## src/rtl/mem_ctrl.sv

```systemverilog
// Handshaked load/store controller driving a big-endian byte-lane SRAM port with fixed wait states.
// One request in flight; misaligned or illegal-width requests are answered with an error.
module mem_ctrl #(
    parameter int unsigned ADDR_W      = 32,
    parameter int unsigned DATA_W      = 32,
    parameter int unsigned WAIT_CYCLES = 1
) (
    input  logic                  clk,
    input  logic                  rst,
    input  logic                  req_valid,
    output logic                  req_ready,
    input  logic                  req_we,
    input  logic [ADDR_W-1:0]     req_addr,
    input  logic [3:0]            req_width,
    input  logic                  req_signed,
    input  logic [DATA_W-1:0]     req_data,
    output logic                  resp_valid,
    input  logic                  resp_ready,
    output logic [DATA_W-1:0]     resp_data,
    output logic                  resp_err,
    output logic                  sram_ce,
    output logic                  sram_we,
    output logic [ADDR_W-1:0]     sram_addr,
    output logic [DATA_W/8-1:0]   sram_sel,
    output logic [DATA_W-1:0]     sram_data_o,
    input  logic [DATA_W-1:0]     sram_data_i
);

    localparam int unsigned LANES = DATA_W / 8;
    localparam int unsigned OFF_W = $clog2(LANES);

    typedef enum logic [1:0] {StIdle, StAccess, StResp} state_e;

    state_e              state_q, state_d;
    logic [3:0]          cnt_q, cnt_d;
    logic                we_q;
    logic [ADDR_W-1:0]   addr_q;
    logic [3:0]          width_q;
    logic                signed_q;
    logic [DATA_W-1:0]   wdata_q;
    logic [DATA_W-1:0]   resp_data_q, resp_data_d;
    logic                resp_err_q, resp_err_d;
    logic                capture;

    logic                width_ok;
    logic                align_ok;
    logic                req_legal;
    logic [LANES-1:0]    sel;
    logic [DATA_W-1:0]   wdata_rep;
    logic [DATA_W-1:0]   load_val;
    logic                sign_bit;
    logic                in_access;

    // Legality check on the live request inputs.
    always_comb begin
        width_ok  = ((req_width == 4'd1) || (req_width == 4'd2) ||
                     (req_width == 4'd4) || (req_width == 4'd8)) &&
                    (32'(req_width) <= LANES);
        align_ok  = (req_addr[3:0] & (req_width - 4'd1)) == 4'd0;
        req_legal = width_ok && align_ok;
    end

    // Lane select, store replication and load extraction from the registered request.
    always_comb begin
        int unsigned k;
        int unsigned w;
        k         = 32'(addr_q[OFF_W-1:0]);
        w         = 32'(width_q);
        sel       = '0;
        wdata_rep = '0;
        load_val  = '0;
        sign_bit  = sram_data_i[DATA_W-1-8*k];
        for (int unsigned j = 0; j < LANES; j++) begin
            if ((j >= k) && (j < k + w)) begin
                sel[LANES-1-j] = 1'b1;
            end
            // Offset j carries field byte (w-1 - j mod w), counting from the LSB.
            wdata_rep[DATA_W-1-8*j -: 8] =
                wdata_q[8*(((w - 1) - (j & (w - 1))) & (LANES - 1)) +: 8];
        end
        for (int unsigned i = 0; i < LANES; i++) begin
            if (i < w) begin
                load_val[8*i +: 8] = sram_data_i[DATA_W-1-8*((k + w - 1 - i) & (LANES - 1)) -: 8];
            end else begin
                load_val[8*i +: 8] = {8{signed_q & sign_bit}};
            end
        end
    end

    always_comb begin
        state_d     = state_q;
        cnt_d       = cnt_q;
        resp_data_d = resp_data_q;
        resp_err_d  = resp_err_q;
        capture     = 1'b0;
        case (state_q)
            StIdle: begin
                if (req_valid) begin
                    capture     = 1'b1;
                    resp_data_d = '0;
                    if (req_legal) begin
                        state_d    = StAccess;
                        cnt_d      = 4'(WAIT_CYCLES - 1);
                        resp_err_d = 1'b0;
                    end else begin
                        state_d    = StResp;
                        resp_err_d = 1'b1;
                    end
                end
            end
            StAccess: begin
                if (cnt_q == 4'd0) begin
                    state_d     = StResp;
                    resp_data_d = we_q ? '0 : load_val;
                end else begin
                    cnt_d = cnt_q - 4'd1;
                end
            end
            StResp: begin
                if (resp_ready) begin
                    state_d = StIdle;
                end
            end
            default: state_d = StIdle;
        endcase
    end

    always_ff @(posedge clk) begin
        if (rst) begin
            state_q     <= StIdle;
            cnt_q       <= '0;
            we_q        <= 1'b0;
            addr_q      <= '0;
            width_q     <= '0;
            signed_q    <= 1'b0;
            wdata_q     <= '0;
            resp_data_q <= '0;
            resp_err_q  <= 1'b0;
        end else begin
            state_q     <= state_d;
            cnt_q       <= cnt_d;
            resp_data_q <= resp_data_d;
            resp_err_q  <= resp_err_d;
            if (capture) begin
                we_q     <= req_we;
                addr_q   <= req_addr;
                width_q  <= req_width;
                signed_q <= req_signed;
                wdata_q  <= req_data;
            end
        end
    end

    always_comb begin
        in_access   = (state_q == StAccess);
        req_ready   = (state_q == StIdle);
        resp_valid  = (state_q == StResp);
        resp_data   = resp_valid ? resp_data_q : '0;
        resp_err    = resp_valid & resp_err_q;
        sram_ce     = in_access;
        sram_we     = in_access & we_q;
        sram_addr   = in_access ? addr_q : '0;
        sram_sel    = in_access ? sel : '0;
        sram_data_o = (in_access && we_q) ? wdata_rep : '0;
    end

endmodule

```

## config.mk

```make
export PLATFORM = sky130hd
export DESIGN_NAME = mem_ctrl
export DESIGN_NICKNAME = d
export VERILOG_FILES = /design/src/rtl/mem_ctrl.sv
export SDC_FILE = /design/constraint.sdc
export NUM_CORES = 1
export LEC_CHECK = 0
export BUFFER_PORTS_ARGS = -buffer_cell sky130_fd_sc_hd__buf_2
export CAP_MARGIN = 20
export CORE_MARGIN = 8
export CORE_UTILIZATION = 43
export CTS_CLUSTER_DIAMETER = 100
export CTS_CLUSTER_SIZE = 24
export DETAILED_ROUTE_END_ITERATION = 8
export GPL_ROUTABILITY_DRIVEN = 0
export HOLD_SLACK_MARGIN = 0.15
export MAX_ROUTING_LAYER = met4
export PLACE_DENSITY = 0.71
export REMOVE_ABC_BUFFERS = 1
export SLEW_MARGIN = 10
export SYNTH_ARGS = -nofsm -noshare
export SYNTH_HDL_FRONTEND = slang
export SYNTH_SLANG_ARGS = --single-unit
```

## constraint.sdc

```tcl
create_clock -name clk -period 5.7 [get_ports clk]
set_clock_uncertainty 0.05 [all_clocks]
set_input_delay 1.425 -clock clk [delete_from_list [all_inputs] [get_ports clk]]
set_output_delay 1.425 -clock clk [all_outputs]
set_load 0.02 [all_outputs]
```

==> results, run 1 <==
- The maximum clock insertion buffer count is 2.
- The post-synthesis cell type count is 45.
- The most used flip-flop cell after synthesis is sky130_fd_sc_hd__dfxtp_1.
- The startpoint of the lowest-slack register-to-register path is addr_q[0].
- The latest clock arrival within the worst-skew pair is roughly 0.35 ns.
- Summed over all nets, the half-perimeter wirelength after detailed placement is 12.8 mm.
- The number of register bits inferred by synthesis is 109.
- The post-placement cell count is approximately 1,100.
- Based on the critical path, the design can be clocked at up to approximately 0.23 GHz.
- The starting density of the core is between 40 and 50%.
- The DRC violation count after routing is 0.
- The clock tree synthesis step divided the H-tree into 3 levels.
- In the final routed layout, each cell accounts on average for between 15 and 20 um.
- In this run the count of I/O pins placed on the die edge is about 210.
- After technology mapping, the gate count stands at 723.
- The placed standard-cell area is a little under 7000 sq um.
- The CTS sink count is 109.
- The post-route core utilization is a little over half.
- Clock tree synthesis selected as its root buffer the cell sky130_fd_sc_hd__clkbuf_16.
- The synthesized design contains 0 enable-type register cells.
- The die outline height is ~130 um.
- The cell area that synthesis handed to floorplanning was between 5000 and 6000 sq um.
- In this run the tightest slew margin relative to its limit is between 30% and 40%.
- In this run the tool buffered the top-level ports with 210 buffer cells.
- At the pin with the least slew margin, the transition time is roughly 0.96 ns.
- The initial antenna violation count is 3.
- Yosys printed 0 warnings.
- The leakage component of the power is around 3.3 nW.
- The async set-or-reset flop fraction in the synthesized netlist is 0%.
- The final layout contains routed wiring with a total length of around 18 mm.
- Setup repair after global routing left no endpoint under its margin.
- The number of clock buffers inserted by TritonCTS is 9.
- Compared with the post-synthesis result, the final layout area differs by 23.6%.
- In this run the critical register-to-register path is captured at resp_data_q[14].
- The run finished with clean final reports.
- After clock tree synthesis, the clock-pin slew on the worst setup and hold paths is roughly 0.07 ns.
- Post-CTS timing repair inserted 0 buffers for setup.
- The count of cells along the worst register-to-register path is 6.
- Max-cap violations in this run came to 0.
- The number of instances resized during post-cts repair is 0.
- Subtracting the final worst setup slack from the clock period gives between 4 and 5 ns.
- In the routed layout, each cell is associated on average with a via count of between 5 and 6.
- The clock tree from TritonCTS is yes.
- The x dimension of the die is 133 um.
- The via count of the first global-routing pass came to about 5,500.
- The kind of capture point of the worst setup path is an output port.
- The critical path arrival is about 2.8 ns.
- The first global-routing pass estimated around 28 mm of wire.
- The via count of the routed design is roughly 5,600.
- The number of fill cells in the layout is 1,316.
- Power spread over the standard cell area amounts to approximately 240 nW/um^2.
- Global routing used ~20% of the available tracks.
- The floorplan step defined a core boundary enclosing between 10,000 and 15,000 sq um.
- The maximum resistive drop on vdd is about 0.16 mV.
- Across all hold checks on the routed design, the worst slack comes to approximately 0.4 ns.
- The critical path in this run is classified as reg -> out.
- Setup violations remaining at the end of the flow were counted as 0.
- Cells with a size suffix above 1 make up 27.6% of the layout.
- At the worst endpoint, the required time is 4.22 ns.
- The finished layout holds ~1,100 standard cells, fillers aside.
- The floorplan step defined a die boundary enclosing about 18,000 sq um.
- The remaining antenna violation count after routing is 0.
- Following the worst setup path forward leads to its endpoint at sram_data_o[30].
- The post-route standard cell area excluding fillers is 7220 sq um.
- In this run the worst setup path begins at state_q[0].
- The most common library cell in the layout ignoring fill and taps is sky130_fd_sc_hd__buf_2.
- The first detailed-routing pass ran for 5 iterations.
- Entering global routing, the biggest net connects 71 pins.
- The post-synthesis average cell area is a little over 8 sq um.
- The accumulated negative setup slack is 0 ns.
- The quantity of hold-fixing buffers added after cts is 0.
- The number of design-rule violations left by the first detailed-router iteration is roughly 290.
- The total overflow left after global routing is 0.
- The setup slack of the worst register-to-register path is between 3 and 4 ns.
- The path type of the worst min-delay path is reg -> reg.
- In the layout the commonest cells are sky130_fd_sc_hd__buf_2 (210), sky130_fd_sc_hd__nand2_1 (155), sky130_fd_sc_hd__dfxtp_1 (109).
- In this run the worst path has a maximum fanout of 44.
- After synthesis, flip-flops and latches occupy a little under two fifths of the total area.
- The final max-slew violation count was 0.
- The floorplan has between 40 and 50 rows.
- The number of nets in the final layout is 1,014.
- STA classifies the critical path startpoint as a register.
- The worst path uses ~75% of the clock period.
- The count of final hold-check violations is 0.
==> worst min path at each step <==
stage                     slack, ns       startpoint               to  cells after the start
after detailed placement       0.39  resp_data_q[30]  resp_data_q[30]                      1
after global routing           0.41       addr_q[13]       addr_q[13]                      2
final                          0.40       addr_q[13]       addr_q[13]                      2
after global placement         0.39       addr_q[10]       addr_q[10]                      2
after CTS                      0.40       addr_q[15]       addr_q[15]                      2
after floorplan                0.37   resp_data_q[0]   resp_data_q[0]                      1
==> layout make-up <==
class                   count  area [sq um]  area share (%)
repair buffers            218          1120            15.5
flip-flops and latches    109          2180            30.2
multi-input cells         547          3360            46.6
clock inverters             3          21.3           0.295
inverters                  12          45.0           0.624
well taps                 176           220            3.05
clock buffers              12           256            3.55
diodes                      4          10.0           0.139
==> Yosys cell counts (all sizes together) (6+ instances only) <==
cell type,instances,share of area [%]
nor2b,10,1.1
a21oi,73,6.3
dfxtp,109,37
buf,34,3.1
nor2,62,4.0
and3,8,0.86
a211oi,16,2.1
and2,67,7.2
mux2i,82,14
ha,10,2.1
o2bb2ai,32,4.8
nand2,157,10
nor3,6,0.69
inv,12,0.77
clkbuf,21,1.4
==> routing by layer <==
metal,track usage [%],vias up,share of wire (%)
li1,-,2796,-
met1,24.5,2576,44
met2,31.0,204,45
met3,6.66,22,8.9
met4,6.25,0,1.8
met5,-,-,0
==> cell families after synthesis <==
logic type / count (synthesis) / share of synthesized area [%]
and+or+nand+nor: 318 / 25.2
AOI/OAI and AO/OA: 133 / 14.8
DFF: 109 / 37.4
muxes: 84 / 14.7
buffers and inverters: 67 / 5.25
adders and majority gates: 11 / 2.49
xor gates and xnor gates: 1 / 0.150
==> report_power, final <==
| part | internal [mW] | switching (mW) |
|---|---|---|
| Clock | 0.318 | 0.275 |
| Combinational | 0.141 | 0.209 |
| Sequential | 0.798 | 0.0265 |
==> state kept, by name, indices dropped and copies added (netlist names), 2 cells and up <==
register / count
wdata_q: 32
width_q: 4
resp_data_q: 32
state_q: 2
cnt_q: 4
addr_q: 32
==> critical path, cell delays in order, from the launching register on <==
cell	delay, ns
sky130_fd_sc_hd__dfxtp_1	0.49
sky130_fd_sc_hd__nand2b_1	0.30
sky130_fd_sc_hd__inv_2	0.55
sky130_fd_sc_hd__nand2_2	0.43
sky130_fd_sc_hd__nor2_1	0.26
sky130_fd_sc_hd__nand2_1	0.07
sky130_fd_sc_hd__o31ai_1	0.10
sky130_fd_sc_hd__buf_2	0.21
==> through the flow <==
stage / setup slack [ns] / total power, mW
2_1_floorplan: 0.469 / 1.07
3_3_place_gp: 1.90 / 1.19
3_5_place_dp: 1.82 / 1.19
4_1_cts: 1.40 / 1.79
5_1_grt: 1.13 / 1.86
6_report: 1.44 / 1.77
(Power assumes the default switching activity.)
==> run 2: changes to the inputs <==
--- a/config.mk
+++ b/config.mk
@@ -15,7 +15,7 @@
 export GPL_ROUTABILITY_DRIVEN = 0
 export HOLD_SLACK_MARGIN = 0.15
 export MAX_ROUTING_LAYER = met4
-export PLACE_DENSITY = 0.71
+export PLACE_DENSITY = 0.74
 export REMOVE_ABC_BUFFERS = 1
 export SLEW_MARGIN = 10
 export SYNTH_ARGS = -nofsm -noshare
==> constraint.sdc (replaced) <==
create_clock -name clk -period 3.9 [get_ports clk]
set_clock_uncertainty 0.05 [all_clocks]
set_input_delay 0.975 -clock clk [delete_from_list [all_inputs] [get_ports clk]]
set_output_delay 0.975 -clock clk [all_outputs]
set_load 0.02 [all_outputs]
==> run 2 against run 1 <==
Critical path depth stayed put. Non-clock buffer count grew 3. Sequential share of layout area is 0.22 points lower. Global-route usage increased by 0.73 points. First-iteration DRC count rose by 20%. Core utilization grew 0.41 points. Final cell count up 0.46%. Routed wire length rose by 2.8%. Die area stayed put. Critical path type unchanged. Largest power group unchanged. Highest routed layer unchanged.
==> results, run 2 (synthesized netlist as in run 1, its figures left out) <==
- The run finished with clean final reports.
- The final critical-path required period is around 3.3 ns.
- For this configuration, the core starts out at a cell density of between 40 and 50%.
- The via count of the first global-routing pass is between 5,000 and 6,000.
- For this run, the post-layout net count is 1,017.
- The tree built by TritonCTS fans out to 109 sinks.
- After global routing the overflow that remains totals 0.
- Counting the buffers created by CTS gives 9.
- In this run, the number of DRC markers left after iteration 0 of detailed routing was ~350.
- After legalization and detailed placement, the total HPWL measured approximately 13 mm.
- The number of rows created at floorplan is between 40 and 50.
- The final max-slew violation count is 0.
- The root buffer cell is sky130_fd_sc_hd__clkbuf_16.
- Buffers added to address setup during post-CTS repair amount to 0.
- The number of buffer and inverter instances along the worst setup path is 4.
- The count of buffers added on input and output ports is 210.
- Timing would allow up to about 0.3 GHz.
- Measured along the y axis, the die boundary spans 133 um.
- The core region is around 13,000 sq um.
- The data required time of the critical path is 2.87 ns.
- Once detail routing completed, the nets flagged for antenna violations numbered 0.
- The overall power after layout is around 2.7 mW.
- The category of the critical setup timing path is reg -> out.
- Wires add up to between 15 and 20 mm.
- In this run the deepest clock path goes through 2 buffers.
- The path type of the worst min-delay path is reg -> reg.
- The accumulated negative setup slack is 0 ns.
- The library cells used most frequently in the layout, excluding fill and tap cells, are sky130_fd_sc_hd__buf_2 (210), sky130_fd_sc_hd__nand2_1 (155), sky130_fd_sc_hd__dfxtp_1 (109).
- The clock network is responsible for between 30% and 40% of the overall power.
- The first global-routing pass estimated about 29 mm of wire.
- The switching component of the power is 0.788 mW.
- Setup repair after global routing left no endpoint under its margin.
- After detailed routing, the number of vias per cell comes to ~5.
- TritonCTS built the clock tree.
- Hold is met by roughly 0.4 ns.
- The kind of launch point of the worst setup path is a register.
- Dividing the detail-routed wire length by the instance count gives approximately 17 um.
- The category of cells accounting for the largest share of critical-path delay is buffers and inverters.
- The via count of the routed design is about 5,600.
- The die covers approximately 18,000 sq um.
- The slowest cell on the critical path is sky130_fd_sc_hd__dfxtp_1.
- The first-pass detailed-route iteration total is 4.
- STA puts the critical path data arrival time at 2.31 ns.
- The number of failing setup endpoints in the final timing report is 0.
- The switching share of power is ~30%.
- The worst pin sits at a relative slew slack of 51.4%.
- In this run the horizontal extent of the chip is roughly 130 um.
- The initial antenna violation count is 5.
- The clock tree synthesis step divided the H-tree into 3 levels.
- The leakage component of the power is about 3.3 nW.
- Entering global routing, the biggest net connects 57 pins.
- The count of final hold-check violations came to 0.
- The I/O pin count is 211.
- Leaving out fill and tap cells, the most frequent cell in the layout is sky130_fd_sc_hd__buf_2.
- The DRC violation count after routing is 0.
- The number of instances resized during post-cts repair is 0.
- In the final layout, the registers with the most flip-flops are addr_q x32, resp_data_q x32, wdata_q x32.
- The combinational share of power is around 20%.
- The critical path goes through buf_4 > inv_1 > ha_1 > buf_4 > mux2i_1 > a211oi_1 > buf_2.
- Of all nets on the critical path, the largest fanout is 26.
- The final cycle utilization of the critical path is 85.6%.
- The sequential group share of total power is 45.4%.
- The count of maximum capacitance violations is 0.
- The global-route total usage across every layer is roughly a fifth.
- Power spread over the standard cell area amounts to ~370 nW/um^2.
- From synthesis to final layout, the design area changed by 24.5%.
- Cell internal power was estimated by the tool at about 1.9 mW.
- The worst register-to-register path has a setup slack of between 1.5 and 2 ns.
- After clock tree synthesis, the clock-pin slew on the worst setup and hold paths is around 0.07 ns.
- VDD sags by at most 0.414 mV.
- Among the stages of the critical path, the cell type that occurs most often is sky130_fd_sc_hd__buf_4.
- The latest clock arrival within the worst-skew pair is 0.35 ns.
- In this run, post-CTS hold repair placed 0 buffers.
- On the worst path, the slowest cell contributes a delay of approximately 0.34 ns.
- The share of final-layout standard cells stronger than drive strength 1 is 28.1%.
- The slew at the pin closest to its max-slew limit is about 0.73 ns.
- STA classifies the critical path endpoint as an output port.
[run 2: cell count changes in the layout (fill, tap and decap cells not counted), sizes merged]
cell	previous run	this run
diode	4	5
buf	218	221
inv	12	16
clkinvlp	1	0
clkinv	2	0
[run 2: metal layers]
| metal | track usage (%) | part of all wire [%] | vias up |
|---|---|---|---|
| li1 | - | - | 2808 |
| met1 | 24.5 | 44 | 2550 |
| met2 | 32.1 | 45 | 202 |
| met3 | 8.93 | 10 | 10 |
| met4 | 5.43 | 1.1 | 0 |
| met5 | - | 0 | - |
[run 2: power by group through the flow]
stage | combinational (mW) | sequential [mW] | clock (mW)
floorplan | 0.342 | 1.22 | 0
global placement | 0.510 | 1.23 | 0
detailed placement | 0.520 | 1.23 | 0
CTS | 0.520 | 1.21 | 0.957
global route | 0.578 | 1.21 | 1.00
finish | 0.518 | 1.21 | 0.936
[run 2: path summary, 6_finish.rpt]
check	cells past startpoint	to	from
min	2	addr_q[9]	addr_q[9]
min reg2reg	2	addr_q[9]	addr_q[9]
max reg2reg	6	resp_data_q[18]	addr_q[0]
max	7	sram_data_o[24]	width_q[0]
[run 2: stage by stage]
| step | instances | cell area (sq um) | util (%) | setup slack, ns |
|---|---|---|---|---|
| after floorplan | 668 | 5580 | - | -0.881 |
| after global placement | 1065 | 6960 | 52.5 | 0.960 |
| after detailed placement | 1065 | 6960 | 52.5 | 0.929 |
| after CTS | 1081 | 7260 | 54.8 | 0.524 |
| after global routing | 1086 | 7270 | 54.9 | 0.341 |
| final | 1086 | 7270 | 54.9 | 0.560 |
[run 2: layout make-up]
type                       count  area (sq um)
tap                          176           220
inverter                      12          45.0
multi-input combinational    547          3360
sequential                   109          2180
antenna                        5          12.5
timing repair buffer         221          1150
fill                        1270          5970
clock buffer                  12           267
clock inverter                 4          35.0
[run 2: worst reg2reg max path: stages (launching register included)]
cell and delay, ns:
sky130_fd_sc_hd__dfxtp_1 0.37, sky130_fd_sc_hd__ha_2 0.22, sky130_fd_sc_hd__fa_2 0.55, sky130_fd_sc_hd__buf_4 0.45, sky130_fd_sc_hd__mux2i_1 0.33, sky130_fd_sc_hd__nor2_1 0.07, sky130_fd_sc_hd__o2bb2ai_1 0.14
==> run 3: changes to the inputs <==
--- a/config.mk
+++ b/config.mk
@@ -7,7 +7,7 @@
 export LEC_CHECK = 0
 export BUFFER_PORTS_ARGS = -buffer_cell sky130_fd_sc_hd__buf_2
 export CAP_MARGIN = 20
-export CORE_MARGIN = 8
+export CORE_MARGIN = 10
 export CORE_UTILIZATION = 43
 export CTS_CLUSTER_DIAMETER = 100
 export CTS_CLUSTER_SIZE = 24
@@ -15,7 +15,7 @@
 export GPL_ROUTABILITY_DRIVEN = 0
 export HOLD_SLACK_MARGIN = 0.15
 export MAX_ROUTING_LAYER = met4
-export PLACE_DENSITY = 0.74
+export PLACE_DENSITY = 0.7
 export REMOVE_ABC_BUFFERS = 1
 export SLEW_MARGIN = 10
 export SYNTH_ARGS = -nofsm -noshare
==> run 3 against run 2 <==
Register-to-register slack lost 0.03 ns. Worst setup slack worse by 0.0027 ns. Hold slack barely moved. Clock power grew 9%. Critical endpoint is now sram_data_o[31].
==> results, run 3 (synthesized netlist as in run 1, its figures left out) <==
- The final HPWL from detailed placement is around 13 mm.
- The post-placement cell count is 1,067.
- The clock passes through at most 2 buffers.
- The number of buffer cells added on primary ports is 210.
- Of the total power, combinational logic draws 18.9%.
- The count of maximum capacitance violations is 0.
- Summed over all nets, the switching power comes to roughly 0.80 mW.
- The fraction of power consumed by the clock network is 37.2%.
- Cells fill between 50% and 60% of the core in the end.
- At the end of the flow, the number of nets in the layout was approximately 1,000.
- The worst hold-check slack is around 0.4 ns.
- The count of final hold-check violations was 0.
- The critical path arrival is 2.32 ns.
- In this run the worst hold path is classified as reg -> reg.
- Clock-pin slew was measured on the worst setup and hold paths at 0.07 ns.
- Using the TritonRoute via totals, the vias-per-cell ratio works out to between 5 and 6.
- Once placement finished, the instance area stood at ~7000 sq um.
- Measured against its own limit, the worst slew margin works out to around 50%.
- TritonCTS built the clock tree.
- For this design the static power due to leakage is roughly 3.3 nW.
- Net switching is 29.1% of the power.
- Before antenna repair, the detailed router went through 5 iterations.
- The initial antenna violation count is 4.
- The slew at the pin closest to its max-slew limit is roughly 0.73 ns.
- After routing, the total negative slack on setup checks comes to 0 ns.
- The number of cells in the finished layout apart from fillers is around 1,100.
- The I/O pin count is between 200 and 250.
- The post-route standard cell area excluding fillers is approximately 7300 sq um.
- The area growth from synthesis to layout is 25.2%.
- The floorplan step defined a die boundary enclosing 18,600 sq um.
- Summing over every cut layer, the via total after detailed routing is 5,579.
- After detailed routing, the total wire length is 18.4 mm.
- The number of buffers inserted to repair setup after CTS is 0.
- The sequential group share of total power is a little over two fifths.
- The quantity of hold-fixing buffers added after cts is 0.
- The run finished with clean final reports.
- The floorplan has 42 rows.
- In the global route stage, overall resource usage came out at 19.7%.
- The worst setup path is captured at an output port.
- The first routing iteration left 286 violations.
- The number of H-tree levels is 3.
- The global-route wire length before repair is about 29 mm.
- For this design, the sink count on the clock tree is ~110.
- The top cell types in the final layout, fill and taps aside, are sky130_fd_sc_hd__buf_2 (210), sky130_fd_sc_hd__nand2_1 (155), sky130_fd_sc_hd__dfxtp_1 (109).
- The share of final-layout standard cells stronger than drive strength 1 is between 20 and 30%.
- The number of failing setup endpoints in the final timing report is 0.
- The smallest setup slack after layout is approximately 0.56 ns.
- Counting the fill cells in the layout gives approximately 1,300.
- Setup repair after global routing left no endpoint under its margin.
- Power spread over the standard cell area amounts to 376 nW/um^2.
- The number of clock buffers inserted by TritonCTS is 9.
- The x dimension of the die is ~140 um.
- The via count of the first global-routing pass was ~5,400.
- The most common library cell in the layout ignoring fill and taps is sky130_fd_sc_hd__buf_2.
- The data required time of the critical path is between 2 and 3 ns.
- The largest registers in the layout are addr_q x32, resp_data_q x32, wdata_q x32.
- The later pin in the worst-skew pair is clocked with a latency of around 0.36 ns.
- The area of the core is 13,300 sq um.
- The worst path in the final design needs a cycle of around 3.3 ns, including I/O delays and setup.
- The critical path in this run is classified as reg -> out.
- The internal power of the cells totals ~1.9 mW.
- Entering global routing, the biggest net connects 52 pins.
- Global routing finished with a remaining overflow of 0.
- The die outline height is approximately 140 um.
- Once the clock tree was built, the resizer swapped 0 gates to a different size.
- The kind of launch point of the worst setup path is a register.
- After layout, the worst path uses around 86% of the clock period.
- The remaining antenna violation count after routing is 0.
- Of all nets on the critical path, the largest fanout is 26.
- Prior to clock tree synthesis, the placed netlist has a worst setup slack of around 0.96 ns.
- The highest clock rate is 0.299 GHz.
- The final max-slew violation count is 0.
- The starting density of the core is 43.9%.
- For this run, design rule violations remaining after detail routing come to 0.
- The root buffer cell is sky130_fd_sc_hd__clkbuf_16.
- The maximum resistive drop on vdd is a little over 0.4 mV.
- The overall power after layout is 2.75 mW.
- Dividing the detail-routed wire length by the instance count gives approximately 17 um.
[run 3: changes by cell type in the layout (fill, tap and decap cells not counted), sizes merged]
cell	delta
bufinv	+2
buf	+2
clkbuf	-3
clkinv	+1
[run 3: cell type report]
type	count	area (sq um)	share of cell area [%]
inverters	12	45.0	0.616
flip-flops and latches	109	2180	29.8
diodes	5	12.5	0.171
clock inverters	7	103	1.40
well taps	176	220	3.01
repair buffers	223	1160	15.9
clock buffers	9	225	3.08
multi-input cells	547	3360	46.0
[run 3: power groups by stage]
stage / clock network (mW) / registers, mW / logic (mW)
after floorplan: 0 / 1.22 / 0.342
after global placement: 0 / 1.23 / 0.513
after detailed placement: 0 / 1.23 / 0.521
after CTS: 1.04 / 1.21 / 0.523
after global routing: 1.10 / 1.21 / 0.577
final: 1.02 / 1.21 / 0.520
[run 3: worst max-delay path: stages (launching register included)]
cell and delay, ns:
sky130_fd_sc_hd__dfxtp_1 0.33, sky130_fd_sc_hd__buf_4 0.33, sky130_fd_sc_hd__inv_1 0.08, sky130_fd_sc_hd__ha_1 0.28
sky130_fd_sc_hd__buf_4 0.28, sky130_fd_sc_hd__mux2i_1 0.14, sky130_fd_sc_hd__a211oi_1 0.27, sky130_fd_sc_hd__buf_2 0.22
[run 3: path summary, 6_finish.rpt]
path	cells after the start	end	from	slack (ns)
min reg2reg	2	addr_q[17]	addr_q[17]	0.40
min	2	addr_q[17]	addr_q[17]	0.40
max	7	sram_data_o[31]	width_q[0]	0.56
max reg2reg	6	resp_data_q[4]	addr_q[0]	1.62
[run 3: layer usage]
layer	track usage, %	vias up	part of all wire, %
met5	-	-	0
met4	4.20	0	0.98
met3	8.54	14	11
met2	29.2	194	45
met1	24.5	2567	44
li1	-	2804	-
